<file path="src/rtl/stack_cpu_pkg.sv">
// Shared definitions for the 8-bit stack processor: opcodes, control FSM states
// and the memory-mapped I/O window at the top of the address space.
package stack_cpu_pkg;

    localparam logic [7:0] OP_PUSHC  = 8'h00;
    localparam logic [7:0] OP_PUSH   = 8'h01;
    localparam logic [7:0] OP_POP    = 8'h02;
    localparam logic [7:0] OP_ADD    = 8'h06;
    localparam logic [7:0] OP_SUB    = 8'h07;
    localparam logic [7:0] OP_FINISH = 8'h0F;

    localparam logic [7:0] IO_OUT     = 8'hF8;
    localparam logic [7:0] IO_IN_BASE = 8'hF9;

    typedef enum logic [3:0] {
        ST_IDLE,
        ST_FETCH,
        ST_DECODE,
        ST_LOAD,
        ST_PUSH_WR,
        ST_POP_RD,
        ST_POP_WR,
        ST_ALU_T,
        ST_ALU_N,
        ST_ALU_WR,
        ST_HALT,
        ST_ERROR
    } state_t;

    // The stack grows down from spInit, so the occupied depth is the distance below it.
    function automatic logic [7:0] stackDepth(input logic [7:0] spInit, input logic [7:0] sp);
        return spInit - sp;
    endfunction

endpackage

</file>
<file path="src/rtl/stack_cpu_ctrl_if.sv">
// Single-port memory bus between the control unit (master) and the
// program/data memory (slave); the memory acts on the falling clock edge.
interface stack_cpu_ctrl_if;

    logic [7:0] mem_addr;
    logic       mem_rwN;
    logic [7:0] mem_wdata;
    logic [7:0] mem_rdata;

    modport master (
        output mem_addr,
        output mem_rwN,
        output mem_wdata,
        input  mem_rdata
    );

    modport slave (
        input  mem_addr,
        input  mem_rwN,
        input  mem_wdata,
        output mem_rdata
    );

endinterface

</file>
<file path="src/rtl/stack_cpu_ctrl.sv">
// Control unit of the 8-bit stack processor: fetch/decode/execute sequencer that
// owns PC and SP and keeps the operand stack in the shared 256-byte memory.
module stack_cpu_ctrl
    import stack_cpu_pkg::*;
#(
    parameter logic [7:0] SP_INIT     = 8'hEF,
    parameter logic [7:0] STACK_FLOOR = 8'hC0
) (
    input  logic                    clk,
    input  logic                    resetN,
    input  logic                    run,
    stack_cpu_ctrl_if.master        mem,
    output logic [7:0]              pc,
    output logic [7:0]              sp,
    output logic                    busy,
    output logic                    halted,
    output logic                    error
);

    state_t     state_q, state_d;
    logic [7:0] pc_q, pc_d;
    logic [7:0] sp_q, sp_d;
    logic [7:0] ir_q, ir_d;
    logic [7:0] opr_q, opr_d;
    logic [7:0] tmp_q, tmp_d;

    logic [7:0] depth;
    logic       pushOk;
    logic       popOk;
    logic       aluOk;

    assign depth  = stackDepth(SP_INIT, sp_q);
    assign pushOk = (sp_q >= STACK_FLOOR);
    assign popOk  = (depth >= 8'd1);
    assign aluOk  = (depth >= 8'd2);

    always_ff @(posedge clk or negedge resetN) begin
        if (!resetN) begin
            state_q <= ST_IDLE;
            pc_q    <= 8'h00;
            sp_q    <= SP_INIT;
            ir_q    <= 8'h00;
            opr_q   <= 8'h00;
            tmp_q   <= 8'h00;
        end else begin
            state_q <= state_d;
            pc_q    <= pc_d;
            sp_q    <= sp_d;
            ir_q    <= ir_d;
            opr_q   <= opr_d;
            tmp_q   <= tmp_d;
        end
    end

    // Every read is captured on the rising edge that leaves the state issuing it.
    always_comb begin
        state_d = state_q;
        pc_d    = pc_q;
        sp_d    = sp_q;
        ir_d    = ir_q;
        opr_d   = opr_q;
        tmp_d   = tmp_q;

        case (state_q)
            ST_IDLE: begin
                if (run) begin
                    state_d = ST_FETCH;
                end
            end
            ST_FETCH: begin
                ir_d    = mem.mem_rdata;
                pc_d    = pc_q + 8'd1;
                state_d = ST_DECODE;
            end
            ST_DECODE: begin
                opr_d = mem.mem_rdata;
                if (ir_q inside {OP_PUSHC, OP_PUSH, OP_POP}) begin
                    pc_d = pc_q + 8'd1;
                end
                case (ir_q)
                    OP_PUSHC:       state_d = pushOk ? ST_PUSH_WR : ST_ERROR;
                    OP_PUSH:        state_d = pushOk ? ST_LOAD    : ST_ERROR;
                    OP_POP:         state_d = popOk  ? ST_POP_RD  : ST_ERROR;
                    OP_ADD, OP_SUB: state_d = aluOk  ? ST_ALU_T   : ST_ERROR;
                    OP_FINISH:      state_d = ST_HALT;
                    default:        state_d = ST_ERROR;
                endcase
            end
            ST_LOAD: begin
                opr_d   = mem.mem_rdata;
                state_d = ST_PUSH_WR;
            end
            ST_PUSH_WR: begin
                sp_d    = sp_q - 8'd1;
                state_d = ST_FETCH;
            end
            ST_POP_RD: begin
                tmp_d   = mem.mem_rdata;
                sp_d    = sp_q + 8'd1;
                state_d = ST_POP_WR;
            end
            ST_POP_WR: begin
                state_d = ST_FETCH;
            end
            ST_ALU_T: begin
                tmp_d   = mem.mem_rdata;
                state_d = ST_ALU_N;
            end
            ST_ALU_N: begin
                // TMP holds the top entry, so SUB yields top minus second.
                tmp_d   = (ir_q == OP_SUB) ? (tmp_q - mem.mem_rdata) : (tmp_q + mem.mem_rdata);
                sp_d    = sp_q + 8'd1;
                state_d = ST_ALU_WR;
            end
            ST_ALU_WR: begin
                state_d = ST_FETCH;
            end
            default: begin
                state_d = state_q;
            end
        endcase
    end

    // Bus outputs depend only on state and registers so an async reset drops a pending write at once.
    always_comb begin
        mem.mem_addr  = pc_q;
        mem.mem_rwN   = 1'b1;
        mem.mem_wdata = 8'h00;

        case (state_q)
            ST_LOAD: begin
                mem.mem_addr = opr_q;
            end
            ST_PUSH_WR: begin
                mem.mem_addr  = sp_q;
                mem.mem_rwN   = 1'b0;
                mem.mem_wdata = opr_q;
            end
            ST_POP_RD, ST_ALU_T: begin
                mem.mem_addr = sp_q + 8'd1;
            end
            ST_POP_WR: begin
                mem.mem_addr  = opr_q;
                mem.mem_rwN   = 1'b0;
                mem.mem_wdata = tmp_q;
            end
            ST_ALU_N: begin
                mem.mem_addr = sp_q + 8'd2;
            end
            ST_ALU_WR: begin
                mem.mem_addr  = sp_q + 8'd1;
                mem.mem_rwN   = 1'b0;
                mem.mem_wdata = tmp_q;
            end
            default: begin
                mem.mem_addr = pc_q;
            end
        endcase
    end

    assign pc     = pc_q;
    assign sp     = sp_q;
    assign busy   = !(state_q inside {ST_IDLE, ST_HALT, ST_ERROR});
    assign halted = (state_q == ST_HALT) || (state_q == ST_ERROR);
    assign error  = (state_q == ST_ERROR);

endmodule

</file>
<file path="src/flat_wrapper.sv">
// flat-port wrapper written by rule: the top's interface ports become plain ports
module stack_cpu_ctrl_flat import stack_cpu_pkg::*;
#(
    parameter logic [7:0] SP_INIT     = 8'hEF,
    parameter logic [7:0] STACK_FLOOR = 8'hC0
)
  (clk, resetN, run, pc, sp, busy, halted, error, mem_mem_addr, mem_mem_rwN, mem_mem_wdata, mem_mem_rdata);
  stack_cpu_ctrl_if mem_i ();
  input  logic clk;
  input  logic resetN;
  input  logic run;
  output logic [7:0] pc;
  output logic [7:0] sp;
  output logic busy;
  output logic halted;
  output logic error;
  output wire logic [$bits(mem_i.mem_addr)-1:0] mem_mem_addr;
  output wire logic [$bits(mem_i.mem_rwN)-1:0] mem_mem_rwN;
  output wire logic [$bits(mem_i.mem_wdata)-1:0] mem_mem_wdata;
  input wire logic [$bits(mem_i.mem_rdata)-1:0] mem_mem_rdata;
  assign mem_mem_addr = mem_i.mem_addr;
  assign mem_mem_rwN = mem_i.mem_rwN;
  assign mem_mem_wdata = mem_i.mem_wdata;
  assign mem_i.mem_rdata = mem_mem_rdata;
  stack_cpu_ctrl #(.SP_INIT(SP_INIT), .STACK_FLOOR(STACK_FLOOR)) u_core (.clk(clk), .resetN(resetN), .run(run), .mem(mem_i), .pc(pc), .sp(sp), .busy(busy), .halted(halted), .error(error));
endmodule
</file>
<file path="config.mk">
export PLATFORM = sky130hd
export DESIGN_NAME = stack_cpu_ctrl_flat
export DESIGN_NICKNAME = d
export VERILOG_FILES = /design/src/rtl/stack_cpu_pkg.sv /design/src/rtl/stack_cpu_ctrl_if.sv /design/src/rtl/stack_cpu_ctrl.sv /design/src/flat_wrapper.sv
export SDC_FILE = /design/constraint.sdc
export NUM_CORES = 1
export LEC_CHECK = 0
export ABC_AREA = 1
export BUFFER_PORTS_ARGS = -buffer_cell sky130_fd_sc_hd__buf_4
export CORE_MARGIN = 1
export CORE_UTILIZATION = 55
export CTS_CLUSTER_SIZE = 16
export DETAILED_ROUTE_END_ITERATION = 8
export GPL_TIMING_DRIVEN = 0
export PLACE_DENSITY = 0.77
export RECOVER_POWER = 100
export SKIP_LAST_GASP = 1
export SYNTH_ARGS = -nofsm -noshare
export SYNTH_HDL_FRONTEND = slang
export SYNTH_SLANG_ARGS = --single-unit
</file>
<file path="constraint.sdc">
create_clock -name clk -period 3 [get_ports clk]
set_input_delay 0.6 -clock clk [delete_from_list [all_inputs] [get_ports clk]]
set_output_delay 0.6 -clock clk [all_outputs]
set_load 0.1 [all_outputs]
</file>
### Word level (Yosys, flattened, before mapping)

Index checks and enable logic that the tools add are counted.
W data, S select, Z words.

| word-level totals | value |
|---|---|
| output and inout port bits | 36 |
| logic and storage cells | 69 |
| flip-flop bits (word level) | 44 |
| bits of input ports | 11 |

| operators by class | value |
|---|---|
| order comparisons | 3 |
| add/subtract/negate cells | 7 |
| reductions and logical operators | 20 |
| equal/unequal tests | 18 |
| muxes and demuxes | 15 |

Operator list:

| operator | number |
|---|---|
| $pmux W8 S2 | 4 |
| $pmux W4 S8 | 1 |
| $pmux W8 S4 | 1 |
| $mux W4 | 5 |
| $pmux W4 S5 | 1 |
| $add A8 B1 Y8 const B | 2 |
| $eq A4 B3 Y1 const B | 4 |
| $eq A4 B4 Y1 const B | 4 |
| $eq A8 B3 Y1 const B | 2 |
| $mux W8 | 2 |
| $reduce_or A2 Y1 | 6 |
| $add A8 B2 Y8 const B | 1 |
| $add A8 B8 Y8 | 1 |
| $eq A4 B2 Y1 const B | 2 |
| $eq A8 B1 Y1 const B | 1 |
| $eq A8 B2 Y1 const B | 1 |
| $eq A8 B4 Y1 const B | 1 |
| $ge A8 B1 Y1 const B | 1 |
| $ge A8 B2 Y1 const B | 1 |
| $ge A8 B8 Y1 const B | 1 |
| $logic_not A8 Y1 | 1 |
| $reduce_bool A8 Y1 | 1 |
| $sub A8 B1 Y8 const B | 1 |
| $sub A8 B8 Y8 | 1 |
| other kinds (12) | 17 |

### Logic depth before layout (Yosys ltp)

| depth | value |
|---|---|
| depth after elaboration | 5 |
| mapped depth | 18 |
| gate-level depth less buffers | 18 |

### Worst setup path after synthesis

Ideal clock, no wire load.

| path | value |
|---|---|
| kind | reg2out |
| from | reg u_core.sp_q[0] (netlist: u_core.sp[0]) |
| to | out mem_mem_addr[1] |
| buffers on the path | 0 |
| data required time | 2.400 ns |
| slack | -0.739 ns |
| stages on the path, launching flop included | 5 |
| arrival time | 3.139 ns |
| path through | dfstp_2 inv_1 ha_1 a21oi_1 a32oi_1 |

| on the way | value |
|---|---|
| word-level cells in the longest chain between the ends | 2 |
| elaborated cells between the ends (all ways) | 3 |
| classes of those cells | add/sub (2); mux (1) |

RTL lines:

| item | line | source |
|---|---|---|
| start, declared | stack_cpu_ctrl.sv:22 | `logic [7:0] sp_q, sp_d;` |
| start signal, assigned | stack_cpu_ctrl.sv:48 | `sp_q <= sp_d;` |
| $add A8 B1 Y8 or $add A8 B2 Y8 (tied branches) | stack_cpu_ctrl.sv:140, stack_cpu_ctrl.sv:151, stack_cpu_ctrl.sv:148 |  |
| $pmux W8 S4 * | stack_cpu_ctrl.sv:130 | `case (state_q)` |
| end, declared | flat_wrapper.sv:17 | `output wire logic [$bits(mem_i.mem_addr)-1:0] mem_mem_addr;` |

Every way passes the cells marked *; elsewhere a longest branch is shown, timed or not.

### Worst setup path after layout

| path | value |
|---|---|
| from | reg u_core.sp_q[2] (netlist: u_core.sp[2]) |
| to | out mem_mem_addr[7] |

The elaborated chain is that of the path after synthesis.

==> results by stage <==
Outcome:
- The run finished with clean final reports.

Layout:
- The share of cells above drive strength 1 is 0.1367.
- The number of standard cells in the final layout excluding fillers is 631.
- The most common library cell in the layout ignoring fill and taps is sky130_fd_sc_hd__nand2_1.
- The net count of the finished layout is 587.
- Fill cells in the final layout number 562.
- The synthesis-to-finish area growth is 13.82%.
- 0 antenna diodes ended up in the layout.
- Leaving out fill and tap cells, the most frequent cells in the layout are sky130_fd_sc_hd__nand2_1, sky130_fd_sc_hd__inv_1, sky130_fd_sc_hd__nor2_1, sky130_fd_sc_hd__o21ai_0, sky130_fd_sc_hd__dfrtp_1.

Placement:
- Detailed placement finished with a half-perimeter wire length of 7374 um.
- The worst slack after detailed placement is 92.74 ps.
- In this run, placement finished with an instance count of 623.
- The port buffer count is 46.
- Routability-driven placement finished with a final weighted congestion of 0.9030.

Critical path:
- Data on the critical path is required at its endpoint by 2400 ps.
- The type of the worst setup path is reg -> out.
- STA puts the critical path data arrival time at 2270 ps.
- STA classifies the critical path endpoint as a primary output.
- The startpoint type of the worst setup path is a flip-flop.
- The largest fanout on the critical path is 9.

Route:
- After detailed routing, the number of remaining DRC violations is 0.
- The post-route met1 wirelength is 4610 um.
- The wire length on met2 is 4227 um.
- The detail-routed via count per cell is 5.743.
- The via total after detailed routing is 3624.
- The detailed router used layers up to and including met4.
- The detailed-routed wire length on met3 is 786 um.
- The starting DRC count in detailed routing is 343.
- In the final routed layout, each cell accounts on average for 15.45 um.
- The post-detailed-routing wire length is 9751 um.
- The count of nets left with antenna violations once routing finished came out at 0.
- The first-pass iteration count of the detailed router is 5.

Hold path:
- The worst hold path belongs to the class reg -> reg.

Die:
- The floorplan die width is 82.34 um.
- The placeable core region is 6061 um^2.
- In this run the count of I/O pins placed on the die edge is 47.
- After floorplanning, the core was divided into 28 placement rows.
- For this configuration, the core starts out at a cell density of 0.5857.
- The floorplan die area is 6779 um^2.
- The die boundary height is 82.34 um.

Timing:
- The smallest setup slack after layout is 125.2 ps.
- Setup violations remaining at the end of the flow were counted as 0.
- Dividing the final minimum period by the clock period gives 0.9583.
- The hold violation total from the final report is 0.
- The final clock skew is 12.89 ps.
- Hold is met by 500.3 ps.
- Based on the critical path, the design can be clocked at up to 0.3479 GHz.
- The clock period could shrink to 2875 ps.
- The number of max-slew violations in the final report came to 0.
- Headroom to the max-slew limit came out at 0.2214.
- The transition at the pin with the smallest max-transition slack is 1168 ps.
- Setup repair after global routing left no endpoint under its margin.

Yosys:
- Counting every instance in the synthesized netlist gives 502.
- The post-synthesis sequential area ratio is 0.3127.
- The net count of the mapped netlist is 534.
- The count of state elements after synthesis is 44.
- The cell area that synthesis handed to floorplanning was 3550 um^2.
- The synthesized netlist contains 40 unique library cells.
- Counting flops with a built-in enable in the synthesized netlist gives 0.
- In this run the mean area of a mapped cell was 7.071 um^2.
- The number of warnings issued by yosys is 0.
- The area share of the leading cell type in the synthesized netlist is 0.2608.
- The library cell with the largest summed area after synthesis is sky130_fd_sc_hd__dfrtp_1.
- For this run, the leading register cell type out of synthesis is sky130_fd_sc_hd__dfrtp_1.
- After synthesis, the share of flip-flops with an asynchronous set or reset is 1.000.
- In the post-synthesis netlist, the biggest area contributors are sky130_fd_sc_hd__dfrtp_1, sky130_fd_sc_hd__nand2_1, sky130_fd_sc_hd__ha_1.

Run:
- The max-cap check violation count is 0.

Clock network:
- The largest buffer count on any clock path is 2.
- The post-cts gate resize count is 0.
- For this design, the sink count on the clock tree is 44.
- The register clock-pin slew on the reported worst setup and hold paths is 100 ps.
- The buffer cell driving the clock tree root is sky130_fd_sc_hd__clkbuf_8.
- The insertion delay of the later-clocked pin in the worst-skew pair is 310 ps.
- TritonCTS built the clock tree.
- The total CTS buffers is 5.
- The number of levels the H-tree was split into is 2.
- The total setup buffers inserted after CTS is 0.
- The number of hold buffers added after CTS is 0.

Global routing:
- The number of global-route vias before repair is 3239.
- The number of antenna violations at the first check in global routing came to 0.
- The first global-routing pass estimated 15810 um of wire.
- The total global-route track usage is 0.3104.
- The aggregate global routing overflow is 0.
- Entering global routing, the biggest net connects 45 pins.
[cell usage after synthesis, types with 4 or more instances]
library cell                instances
sky130_fd_sc_hd__a21oi_1           17
sky130_fd_sc_hd__a22o_1             5
sky130_fd_sc_hd__a22oi_1            4
sky130_fd_sc_hd__buf_2              5
sky130_fd_sc_hd__dfrtp_1           37
sky130_fd_sc_hd__dfstp_2            7
sky130_fd_sc_hd__ha_1              20
sky130_fd_sc_hd__inv_1             57
sky130_fd_sc_hd__inv_2             10
sky130_fd_sc_hd__nand2_1          132
sky130_fd_sc_hd__nand2_2            5
sky130_fd_sc_hd__nand3_1           34
sky130_fd_sc_hd__nand4_1            9
sky130_fd_sc_hd__nor2_1            40
sky130_fd_sc_hd__nor2_4             7
sky130_fd_sc_hd__nor3_1             8
sky130_fd_sc_hd__o2111ai_1          5
sky130_fd_sc_hd__o211ai_1           7
sky130_fd_sc_hd__o21ai_0           42
sky130_fd_sc_hd__xor2_1            20
[flip-flops by register name, summed over array words and instances (netlist names)]
register	flops
u_core.ir_q	8
u_core.pc	8
u_core.opr_q	8
u_core.tmp_q	8
u_core.state_q	4
u_core.sp	8
[routing by layer]
layer / GRT usage / vias up
met1: 0.4680 / 1677
met4: 0.06842 / 0
met5: 0 / -
li1: - / 1762
met3: 0.04615 / 14
met2: 0.4645 / 171
[worst max-delay path: stages (launching register included)]
cell	delay, ps
sky130_fd_sc_hd__dfstp_4	700
sky130_fd_sc_hd__ha_4	160
sky130_fd_sc_hd__nand2_4	50
sky130_fd_sc_hd__inv_2	70
sky130_fd_sc_hd__nand2_2	80
sky130_fd_sc_hd__nor2_1	120
sky130_fd_sc_hd__xor2_1	230
sky130_fd_sc_hd__nand2_1	80
sky130_fd_sc_hd__nand4_1	120
sky130_fd_sc_hd__clkbuf_4	340
[stage by stage]
step                      setup TNS [ps]  instance area (um^2)    util
after floorplan                    -2220                  3642       -
after global placement                 0                  4081  0.6734
after detailed placement               0                  4081  0.6734
after CTS                              0                  4197  0.6924
after global routing                   0                  4040  0.6666
final                                  0                  4040  0.6666
[cell families after synthesis]
logic type      after synthesis  share of synthesized area
compound gates               95                     0.1628
mux                           1                   0.002820
fa+ha+maj                    21                    0.07614
simple gates                241                     0.3035
xor+xnor                     22                    0.05428
flops                        44                     0.3127
buf+inv                      78                    0.08777
[worst paths after layout]
kind	from	endpoint	slack, ps	cells past startpoint
min	u_core.ir_q[6]	u_core.ir_q[6]	500	2
min reg2reg	u_core.ir_q[6]	u_core.ir_q[6]	500	2
max in group asynchronous	resetN	u_core.sp[4]	1710	1
min in group asynchronous	resetN	u_core.tmp_q[3]	510	1
max reg2reg	u_core.ir_q[5]	u_core.tmp_q[7]	350	15
max	u_core.sp[2]	mem_mem_addr[7]	130	9
[layout make-up]
type | count | area (um^2) | area share
clock inverter | 3 | 46.29 | 0.01146
buffer | 11 | 62.56 | 0.01548
timing repair buffer | 46 | 252.7 | 0.06256
sequential | 44 | 1126 | 0.2787
inverter | 67 | 251.5 | 0.06225
tap | 75 | 93.84 | 0.02323
clock buffer | 5 | 68.82 | 0.01703
multi-input combinational | 380 | 2138 | 0.5293
Power is not shown: default switching activity piles up to over one toggle a cycle in this logic, so the estimate is an artifact.
